<file path="config.mk">
export PLATFORM = sky130hd
export DESIGN_NAME = rf_safe_shutdown_flat
export DESIGN_NICKNAME = d
export VERILOG_FILES = /design/src/rtl/rf_safe_shutdown_if.sv /design/src/rtl/rf_safe_shutdown.sv /design/src/flat_wrapper.sv
export SDC_FILE = /design/constraint.sdc
export NUM_CORES = 1
export LEC_CHECK = 0
export BUFFER_PORTS_ARGS = -buffer_cell sky130_fd_sc_hd__buf_2
export CORE_MARGIN = 2
export CORE_UTILIZATION = 40
export CTS_CLUSTER_DIAMETER = 100
export DETAILED_ROUTE_END_ITERATION = 7
export SLEW_MARGIN = 20
export SYNTH_ARGS = -nofsm -noshare
export SYNTH_HDL_FRONTEND = slang
export SYNTH_SLANG_ARGS = --single-unit
</file>
<file path="constraint.sdc">
create_clock -name clk -period 3.95 [get_ports clk]
set_clock_uncertainty 0.2 [all_clocks]
set_input_delay 0.79 -clock clk [delete_from_list [all_inputs] [get_ports clk]]
set_output_delay 0.79 -clock clk [all_outputs]
set_load 0.01 [all_outputs]
</file>
<file path="src/rtl/rf_safe_shutdown_if.sv">
// rf_safe_shutdown_if: control inputs and gated amplitude outputs of the RF safe-shutdown block.
interface rf_safe_shutdown_if #(parameter int AW = 16);
    logic          force_reset;
    logic          arm;
    logic          stop;
    logic          clear_fault;
    logic [AW-1:0] amp_in;
    logic [AW-1:0] amp_out;
    logic          rf_enable;
    logic          fault_latched;
    logic [2:0]    state;
    modport master (output force_reset, arm, stop, clear_fault, amp_in,
                    input amp_out, rf_enable, fault_latched, state);
    modport slave (input force_reset, arm, stop, clear_fault, amp_in,
                   output amp_out, rf_enable, fault_latched, state);
endinterface

</file>
<file path="src/rtl/rf_safe_shutdown.sv">
// rf_safe_shutdown: ramps carrier amplitude up/down, latches watchdog faults and enforces a post-fault lockout.
module rf_safe_shutdown #(
    parameter int AW       = 16,
    parameter int STEP     = 256,
    parameter int STEP_DIV = 4,
    parameter int LOCKOUT  = 1000
) (
    input logic           clk,
    input logic           rst,
    rf_safe_shutdown_if.slave bus
);
    localparam int DW = STEP_DIV > 1 ? $clog2(STEP_DIV) : 1;
    localparam int LW = LOCKOUT > 1 ? $clog2(LOCKOUT) : 1;
    typedef enum logic [2:0] {
        S_MUTED     = 3'd0,
        S_RAMP_UP   = 3'd1,
        S_ACTIVE    = 3'd2,
        S_RAMP_DOWN = 3'd3,
        S_LOCK      = 3'd4
    } state_t;
    state_t        st, nxt;
    logic [AW-1:0] amp, amp_d, amp_up, amp_dn;
    logic [AW:0]   sum;
    logic [DW-1:0] div;
    logic [LW-1:0] lock, lock_d;
    logic          fault, fault_d, tick;
    assign tick   = div == DW'(STEP_DIV - 1);
    // one extra bit so a ramp near full scale saturates at amp_in instead of wrapping
    assign sum    = {1'b0, amp} + (AW+1)'(STEP);
    assign amp_up = (sum > {1'b0, bus.amp_in}) ? bus.amp_in : sum[AW-1:0];
    assign amp_dn = (amp > AW'(STEP)) ? amp - AW'(STEP) : '0;
    always_ff @(posedge clk or posedge rst) begin
        if (rst) begin
            st    <= S_MUTED;
            amp   <= '0;
            fault <= 1'b0;
            lock  <= '0;
            div   <= '0;
        end else begin
            st    <= nxt;
            amp   <= amp_d;
            fault <= fault_d;
            lock  <= lock_d;
            div   <= (nxt != st || tick) ? '0 : div + DW'(1);
        end
    end
    always_comb begin
        nxt     = st;
        amp_d   = amp;
        fault_d = fault;
        lock_d  = lock;
        case (st)
            S_MUTED: begin
                amp_d = '0;
                if (bus.force_reset) fault_d = 1'b1;
                else if (bus.clear_fault) fault_d = 1'b0;
                else if (bus.arm && !fault) nxt = S_RAMP_UP;
            end
            S_RAMP_UP, S_ACTIVE: begin
                amp_d = (st == S_ACTIVE) ? bus.amp_in : (tick ? amp_up : amp);
                if (bus.force_reset) begin
                    fault_d = 1'b1;
                    nxt     = S_RAMP_DOWN;
                end else if (bus.stop) nxt = S_RAMP_DOWN;
                else if (st == S_RAMP_UP && amp == bus.amp_in) nxt = S_ACTIVE;
            end
            S_RAMP_DOWN: begin
                amp_d = tick ? amp_dn : amp;
                if (bus.force_reset) fault_d = 1'b1;
                if (amp == '0) begin
                    nxt    = (fault || bus.force_reset) ? S_LOCK : S_MUTED;
                    lock_d = LW'(LOCKOUT - 1);
                end
            end
            S_LOCK: begin
                amp_d = '0;
                if (bus.force_reset) lock_d = LW'(LOCKOUT - 1);
                else if (lock == '0) nxt = S_MUTED;
                else lock_d = lock - LW'(1);
            end
            default: nxt = S_MUTED;
        endcase
    end
    assign bus.amp_out       = amp;
    assign bus.fault_latched = fault;
    assign bus.state         = st;
    assign bus.rf_enable     = st == S_RAMP_UP || st == S_ACTIVE || st == S_RAMP_DOWN;
endmodule

</file>
<file path="src/flat_wrapper.sv">
// flat-port wrapper written by rule: the top's interface ports become plain ports
module rf_safe_shutdown_flat 
#(
    parameter int AW       = 16,
    parameter int STEP     = 256,
    parameter int STEP_DIV = 4,
    parameter int LOCKOUT  = 1000
)
  (clk, rst, bus_force_reset, bus_arm, bus_stop, bus_clear_fault, bus_amp_in, bus_amp_out, bus_rf_enable, bus_fault_latched, bus_state);
  rf_safe_shutdown_if #(.AW(AW)) bus_i ();
  input logic clk;
  input logic rst;
  input wire logic [$bits(bus_i.force_reset)-1:0] bus_force_reset;
  input wire logic [$bits(bus_i.arm)-1:0] bus_arm;
  input wire logic [$bits(bus_i.stop)-1:0] bus_stop;
  input wire logic [$bits(bus_i.clear_fault)-1:0] bus_clear_fault;
  input wire logic [$bits(bus_i.amp_in)-1:0] bus_amp_in;
  output wire logic [$bits(bus_i.amp_out)-1:0] bus_amp_out;
  output wire logic [$bits(bus_i.rf_enable)-1:0] bus_rf_enable;
  output wire logic [$bits(bus_i.fault_latched)-1:0] bus_fault_latched;
  output wire logic [$bits(bus_i.state)-1:0] bus_state;
  assign bus_i.force_reset = bus_force_reset;
  assign bus_i.arm = bus_arm;
  assign bus_i.stop = bus_stop;
  assign bus_i.clear_fault = bus_clear_fault;
  assign bus_i.amp_in = bus_amp_in;
  assign bus_amp_out = bus_i.amp_out;
  assign bus_rf_enable = bus_i.rf_enable;
  assign bus_fault_latched = bus_i.fault_latched;
  assign bus_state = bus_i.state;
  rf_safe_shutdown #(.AW(AW), .STEP(STEP), .STEP_DIV(STEP_DIV), .LOCKOUT(LOCKOUT)) u_core (.clk(clk), .rst(rst), .bus(bus_i));
endmodule
</file>
==> reports/metrics.yaml, run 1 <==
postCtsSetupRepairBufs: 0
hold_violations: 0
diodes: 0
postRouteAntennaNets: 0
cts-htree-levels: 2
synth_edf_count: 0
vias: 2573
synth_cells: 327
pwr_density_cell_mw_per_mm2: 704.0
fin_nets: 411
maxCapViolCount: 0
die_h_um: 87.26
grt_pass1_vias: 2448
die_area_mm2: 0.007613
syn_nets: 371
cts_hold_buf: 0
drt_first_pass_iters: 5
cts_root_buf: "clkbuf_8"
synthTopCellsByArea: "dfrtp_1 (29%), ha_1 (9.9%), o21ai_0 (5.4%)"
p_leak_nw: 1.406
critical_path_arrival_ns: 3.31
tightest_slew_ns: 0.6947
drc: 0
track_usage: 0.1991
fp.coreArea_mm2: 0.006756
period_minus_slack_ns: 3.341
io_buffer_count: 42
cts_resized: 0
cp_data_required_time_ns: 3.92
cp_max_fo: 10
start_kind: "register"
gp_congestion: 0.9006
syn_to_final_growth_pct: 12.77
ys_types: 67
drive_above_1_share: 0.1984
yosys_warnings: 0
drt_iter0_markers: 114
setup_viol: 0
post-route-period-util: 0.8459
max_slew_margin: 0.5369
timing.final.ws_setup_ns: 0.6085
die_w_um: 87.26
synth-seq-cells: 32
core.rowCount: 30
wl_per_cell_um: 15.82
io_pins: 43
synth_top_area_frac: 0.2888
clk_path_buf_depth: 2
clk_pin_slew_ns: 0.07
max_freq_mhz: 299.3
clock_sinks: 32
hold_class: "register to register"
ys_seq_area_frac: 0.2888
async_flop_share: 1.000
crit_type: "register to register"
routed_wl_um: 7088
grt_overflow: 0
pre_cts_slack_ns: 0.6426
rsz0062_at_grt: "no"
synth_area_leader_cell: "dfrtp_1"
syn_area_per_cell_um2: 8.479
clock_latency_ns: 0.28
grt_max_degree: 33
grt_pass1_wl_um: 12100
dp_hpwl_um: 5313
cts_tree: "done"
avgViaCountPerCell: 5.743
slew_violations: 0
start_util: 0.4104
ir_drop_uv: 443.3
fin_setup_tns_ns: 0
synth_area_mm2: 0.002773
synth_flop_cell: "dfrtp_1"
cts_buffers: 5
antenna_found_initial: 0
endpoint_kind: "register"
status: "completed"
## worst paths after layout
check / slack [ns] / start / end / depth (start not counted)
max: 0.61 / u_core.bus.amp_out[8] / u_core.bus.amp_out[8] / 11
min: 0.25 / u_core.div[0] / u_core.div[0] / 1
max reg2reg: 0.61 / u_core.bus.amp_out[8] / u_core.bus.amp_out[8] / 11
min reg2reg: 0.25 / u_core.div[0] / u_core.div[0] / 1
max in group asynchronous: 2.85 / rst / u_core.lock[0] / 3
min in group asynchronous: 0.40 / rst / u_core.bus.state[0] / 3
## per-stage QoR
step / total power, mW / hold WS, ns / cell area, um^2 / utilization / cells
2_1_floorplan: 1.573 / 0.2169 / 2773 / - / 327
5_1_grt: 2.418 / 0.2731 / 3127 / 0.4628 / 448
3_5_place_dp: 1.935 / 0.2351 / 3037 / 0.4494 / 440
4_1_cts: 2.203 / 0.2448 / 3127 / 0.4628 / 448
3_3_place_gp: 1.929 / 0.2282 / 3037 / 0.4494 / 440
6_report: 2.201 / 0.2454 / 3127 / 0.4628 / 448
## cell usage in the layout, fill, tap and decap left out, types with 3 or more instances in the layout
master    netlist  layout
a211o_1         4       4
a21oi_1        14      14
a22oi_1         4       4
and3_1          3       3
buf_2           7      42
buf_4           3       4
clkbuf_8        0       6
dfrtp_1        32      32
ha_1           22      22
inv_1          38      38
nand2_1        18      18
nand2b_1        4       4
nand3_1        13      13
nand4_1         6       6
nor2_1         14      14
nor3_1         12      12
nor3b_1         3       3
nor4_1          5       5
o211ai_1        5       5
o21ai_0        30      30
o21ai_1         7       7
o22ai_1         3       3
o31ai_1         5       5
o32ai_1         7       7
or3_1           3       3
xnor2_1        12      12
## sequential cells by signal (all words and copies together), names as in the netlist
name and count:
u_core.bus.amp_out 16, u_core.bus.fault_latched 1, u_core.bus.state 3, u_core.div 2, u_core.lock 10
## routing by layer
| layer | global-route usage | routed length [um] | part of all wire |
|---|---|---|---|
| met1 | 0.2871 | 3447 | 0.49 |
| met2 | 0.3099 | 3231 | 0.46 |
| met3 | 0.03318 | 348 | 0.049 |
| met4 | 0.04895 | 60 | 0.0085 |
| met5 | 0 | 0 | 0 |
## kinds of logic after synthesis
| logic type | share of synthesized area |
|---|---|
| AOI/OAI and AO/OA | 0.2681 |
| and+or+nand+nor | 0.2085 |
| buffers and inverters | 0.07897 |
| DFF | 0.2888 |
| adders and majority gates | 0.09928 |
| xor gates and xnor gates | 0.04107 |
| muxes | 0.01534 |
## cell usage after synthesis, types with 6 or more instances
library cell,instances
o21ai_1,7
nand3_1,13
nand2_1,18
nor3_1,12
o32ai_1,7
buf_2,7
a21oi_1,14
nand4_1,6
inv_1,38
ha_1,22
xnor2_1,12
nor2_1,14
o21ai_0,30
dfrtp_1,32
## critical path, stage by stage, from the launching register on
cell,delay [ns]
dfrtp_1,0.53
ha_1,0.26
nand4_1,0.16
or2_2,0.34
xnor2_1,0.21
ha_1,0.28
a21oi_1,0.13
o22ai_1,0.09
a211o_1,0.28
a22oi_4,0.35
nand2_2,0.13
a211o_1,0.27
## power breakdown
part	leakage [nW]	internal [mW]	switching [mW]
combinational	0.997	0.533	0.758
sequential	0.364	0.432	0.216
clock	0.0455	0.142	0.121
total	1.41	1.11	1.09
## layout make-up
type                       count  area [um^2]
clock buffer                   8        90.09
fill                         692         3630
inverter                      38        142.6
multi-input combinational    244         1753
sequential                    32        800.8
tap                           80        100.1
timing repair buffer          46        240.2
No activity file was read; power rests on OpenSTA's default activity.
==> run 2, diff against run 1 <==
Clock period 3.95 ns to 3.1 ns, I/O delays scaled along.
==> reports/metrics.yaml, run 2 (synthesis results as in run 1) <==
clk_pin_slew_ns: 0.07
largest_reg_flops: 16
pre_cts_slack_ns: -0.01743
final_util: 0.5248
critPathMaxStageDelay_ns: 0.42
r2r_setup_slack_ns: 0.06
drive_above_1_share: 0.3040
period_minus_slack_ns: 3.038
cp_max_fo: 8
endpoint_kind: "register"
final_area_mm2: 0.003546
drt_first_pass_iters: 4
start_util: 0.4104
critPathSlowestCell: "dfrtp_1"
grt_pass1_vias: 2626
fp.coreArea_mm2: 0.006756
gp_congestion: 0.9485
cts-htree-levels: 2
io_pins: 43
core.rowCount: 30
dp_hpwl_um: 5517
pwr_density_cell_mw_per_mm2: 969.6
die_area_mm2: 0.007613
dpl_cell_area_mm2: 0.003134
max_freq_mhz: 329.1
cp-startpoint: "u_core.bus.amp_out[9]"
postRouteAntennaNets: 0
routed_wl_um: 7695
avgViaCountPerCell: 5.697
clock_sinks: 32
fin_setup_tns_ns: 0
clk_path_buf_depth: 2
syn_to_final_growth_pct: 27.89
critical_path_arrival_ns: 3.02
grt_overflow: 0
ir_drop_uv: 449.7
layout_common_cells: "buf_2 (42), inv_1 (38), o21ai_0 (30), buf_4 (30), dfrtp_1 (29)"
die_w_um: 87.26
final_common_cell: "buf_2"
fin_nets: 441
vias: 2723
antenna_found_initial: 0
cts_tree: "done"
post-route-period-util: 0.9801
hold_class: "input port to asynchronous set/reset pin"
grt_max_degree: 33
r2r_cells: 13
p_leak_nw: 1.622
hold_violations: 0
setup_viol: 0
tightest_slew_ns: 0.5131
rsz0062_at_grt: "yes"
reg2reg_from: "u_core.bus.amp_out[9]"
start_kind: "register"
track_usage: 0.2123
diodes: 0
drt_iter0_markers: 104
drc: 0
wl_per_cell_um: 16.10
maxCapViolCount: 0
slew_violations: 0
status: "completed"
timing.final.ws_setup_ns: 0.06179
grt_pass1_wl_um: 12810
p_total_mw: 3.438
die_h_um: 87.26
io_buffer_count: 42
clock_latency_ns: 0.28
cts_buffers: 5
crit_type: "register to register"
cp_data_required_time_ns: 3.08
cts_root_buf: "clkbuf_8"
max_slew_margin: 0.6571
crit_path_cell_trace: "ha_4 > nand4_1 > or2_4 > xnor2_2 > ha_1 > a21oi_2 > o22ai_1 > a211o_1 > a22oi_4 > buf_6 > a31oi_4 > buf_12 > o32ai_1"
run 2: cell types whose count changed in the layout (fill, tap and decap cells not counted), sizes merged:
cell / before / now
buf: 46 / 76
clkbuf: 8 / 7
bufinv: 0 / 1
run 2: timing repair:
item / CTS / global route
hold buffers: 0 / 0
setup endpoints to repair: 1 / 16
buffers inserted: 2 / 15
pin swaps: 1 / 10
hold endpoints to repair: 0 / 0
resized for setup: 1 / 20
run 2: worst paths after layout:
path | to
min in group clk | u_core.div[0]
worst min register to register | u_core.div[0]
max in group asynchronous | u_core.bus.amp_out[10]
worst max-delay path | u_core.bus.amp_out[5]
worst min-delay path | u_core.lock[9]
worst max register to register | u_core.bus.amp_out[5]
run 2: layer usage:
metal / vias to the layer above / routed length, um / global-route usage
li1: 1353 / - / -
met1: 1309 / 3636 / 0.2876
met3: 10 / 254 / 0.03697
met4: 0 / 137 / 0.07832
met5: - / 0 / 0
met2: 51 / 3666 / 0.3382
run 2: layout make-up:
class                   instances  area, um^2
well taps                      80       100.1
multi-input cells             244        1866
repair buffers                 76       506.7
fillers                       671        3211
clock inverters                 1       30.03
inverters                      38       142.6
clock buffers                   7       96.34
flip-flops and latches         32       804.5
run 2: stage by stage:
stage | cells | hold WS, ns
floorplan | 327 | 0.2169
global placement | 453 | 0.2279
detailed placement | 453 | 0.2330
CTS | 463 | 0.2395
global route | 478 | 0.2571
finish | 478 | 0.2222
run 2: power breakdown:
part | switching [mW] | leakage, nW | internal (mW)
clock network | 0.167 | 0.0645 | 0.284
logic | 1.23 | 1.20 | 1.02
registers | 0.174 | 0.361 | 0.555
run 2: worst max-delay path, delay by kind of cell (launching register included):
family	cells	cell delay, ns
buffers and inverters	2	0.32
XOR/XNOR	1	0.14
AND/OR/NAND/NOR	2	0.36
AO/OA/AOI/OAI	6	0.99
flip-flops	1	0.42
adder cells (fa/ha/maj)	2	0.49
==> run 3, diff against run 2 <==
Settings changed: CORE_ASPECT_RATIO set to 1.1.
==> reports/metrics.yaml, run 3 (synthesis results as in run 1) <==
p_int_mw: 1.605
cts_tree: "done"
fin_nets: 433
critical_path_arrival_ns: 3.00
p_leak_nw: 1.547
p_comb_frac: 0.656
cts_hold_buf: 0
avgViaCountPerCell: 5.847
tightest_slew_ns: 0.7419
start_util: 0.4180
met3_usage: 0.03455
grt_util_met1: 0.2800
antenna_found_initial: 0
wl_per_cell_um: 16.91
drive_above_1_share: 0.2718
grt_max_degree: 19
die_w_um: 83.38
die_h_um: 91.32
p_seq_frac: 0.234
track_usage: 0.2105
dpl_cell_area_mm2: 0.003137
postRouteAntennaNets: 0
crit_type: "register to register"
r2r_setup_slack_ns: 0.1
io_buffer_count: 42
diodes: 0
critPathMaxStageDelay_ns: 0.41
rsz0062_at_grt: "yes"
largest_reg_flops: 16
sw_frac_of_total: 0.4886
clock_sinks: 32
layout_common_cells: "buf_2 (42), inv_1 (37), dfrtp_1 (31), o21ai_0 (30), buf_4 (23)"
setup_viol: 0
cts_buffers: 5
crit_top_cell: "buf_6"
start_kind: "register"
pwr_density_cell_mw_per_mm2: 930.3
drt_first_pass_iters: 5
p_clk_frac: 0.110
drc: 0
grt_overflow: 0
max_freq_mhz: 333.1
syn_to_final_growth_pct: 21.71
final_util: 0.5088
ir_drop_uv: 463.5
grt_pass1_wl_um: 12950
clock_latency_ns: 0.29
clk_path_buf_depth: 2
cts-htree-levels: 2
maxCapViolCount: 0
gp_congestion: 0.8803
critPathSlowestCell: "dfrtp_1"
die_area_mm2: 0.007614
period_minus_slack_ns: 3.002
switchingPower_mw: 1.534
cp_data_required_time_ns: 3.10
hold_violations: 0
final_area_mm2: 0.003374
p_total_mw: 3.139
clk_pin_slew_ns: 0.07
final_common_cell: "buf_2"
status: "completed"
routed_wl_um: 7982
busiest_layer: "met2"
slew_violations: 0
io_pins: 43
hold_class: "register to register"
vias: 2760
cp_max_fo: 6
max_slew_margin: 0.5049
cts_root_buf: "clkbuf_8"
use_met2: 0.3542
post-route-period-util: 0.9685
dp_hpwl_um: 5888
fp.coreArea_mm2: 0.006633
drt_iter0_markers: 103
grt_pass1_vias: 2609
crit_path_cell_trace: "buf_6 > clkinvlp_4 > nor3_4 > nand3_2 > xnor2_2 > ha_1 > and3_4 > a211o_1 > a22oi_4 > buf_6 > a21oi_1 > o31ai_1"
endpoint_kind: "register"
core.rowCount: 31
[run 3: cell type report]
class                   instances  area, um^2
clock buffers                   6       82.58
clock inverters                 2       10.01
fillers                       643        3258
inverters                      38       146.4
multi-input cells             244        1814
flip-flops and latches         32       802.0
well taps                      82       102.6
repair buffers                 68       416.7
[run 3: per-stage QoR]
step	hold WS (ns)	setup slack [ns]	setup TNS (ns)	cells
floorplan	0.2169	0.04243	0	327
global placement	0.2270	0.02168	0	455
detailed placement	0.2377	0.005244	0	455
CTS	0.2479	0.01077	0	463
global route	0.2735	-0.04067	-0.3325	472
finish	0.2418	0.09752	0	472
[run 3: worst paths after layout]
check | startpoint | to | depth (start not counted)
setup / recovery | u_core.bus.amp_out[9] | u_core.bus.amp_out[15] | 12
hold / removal | u_core.div[0] | u_core.div[0] | 1
setup reg to reg | u_core.bus.amp_out[9] | u_core.bus.amp_out[15] | 12
hold reg to reg | u_core.div[0] | u_core.div[0] | 1
max in group asynchronous | rst | u_core.bus.amp_out[10] | 3
min in group asynchronous | rst | u_core.bus.amp_out[13] | 2
[run 3: repair_timing]
| action | 4_1_cts | 5_1_grt |
|---|---|---|
| setup endpoints to repair | 7 | 18 |
| resized for setup | 1 | 14 |
| pin swaps | 0 | 12 |
| gates cloned | 0 | 0 |
| setup buffers | 0 | 9 |
[run 3: metal layers]
| layer | up-vias | share of wire |
|---|---|---|
| li1 | 1339 | - |
| met1 | 1335 | 0.45 |
| met2 | 75 | 0.49 |
| met3 | 11 | 0.043 |
| met4 | 0 | 0.018 |
| met5 | - | 0 |
[run 3: worst max-delay path, delay by kind of cell (launching register included)]
family                     cells  cell delay (ns)
adders and majority gates      1             0.34
and+or+nand+nor                3             0.51
xor gates and xnor gates       1             0.18
AOI/OAI and AO/OA              4             0.86
DFF                            1             0.41
buffers and inverters          3             0.41
[run 3: power by group through the flow]
stage          combinational, mW  clock, mW  sequential, mW
3_5_place_dp                1.88          0           0.730
3_3_place_gp                1.86          0           0.726
6_report                    2.06      0.344           0.736
2_1_floorplan               1.28          0           0.729
5_1_grt                     2.26      0.376           0.763
4_1_cts                     1.90      0.356           0.722
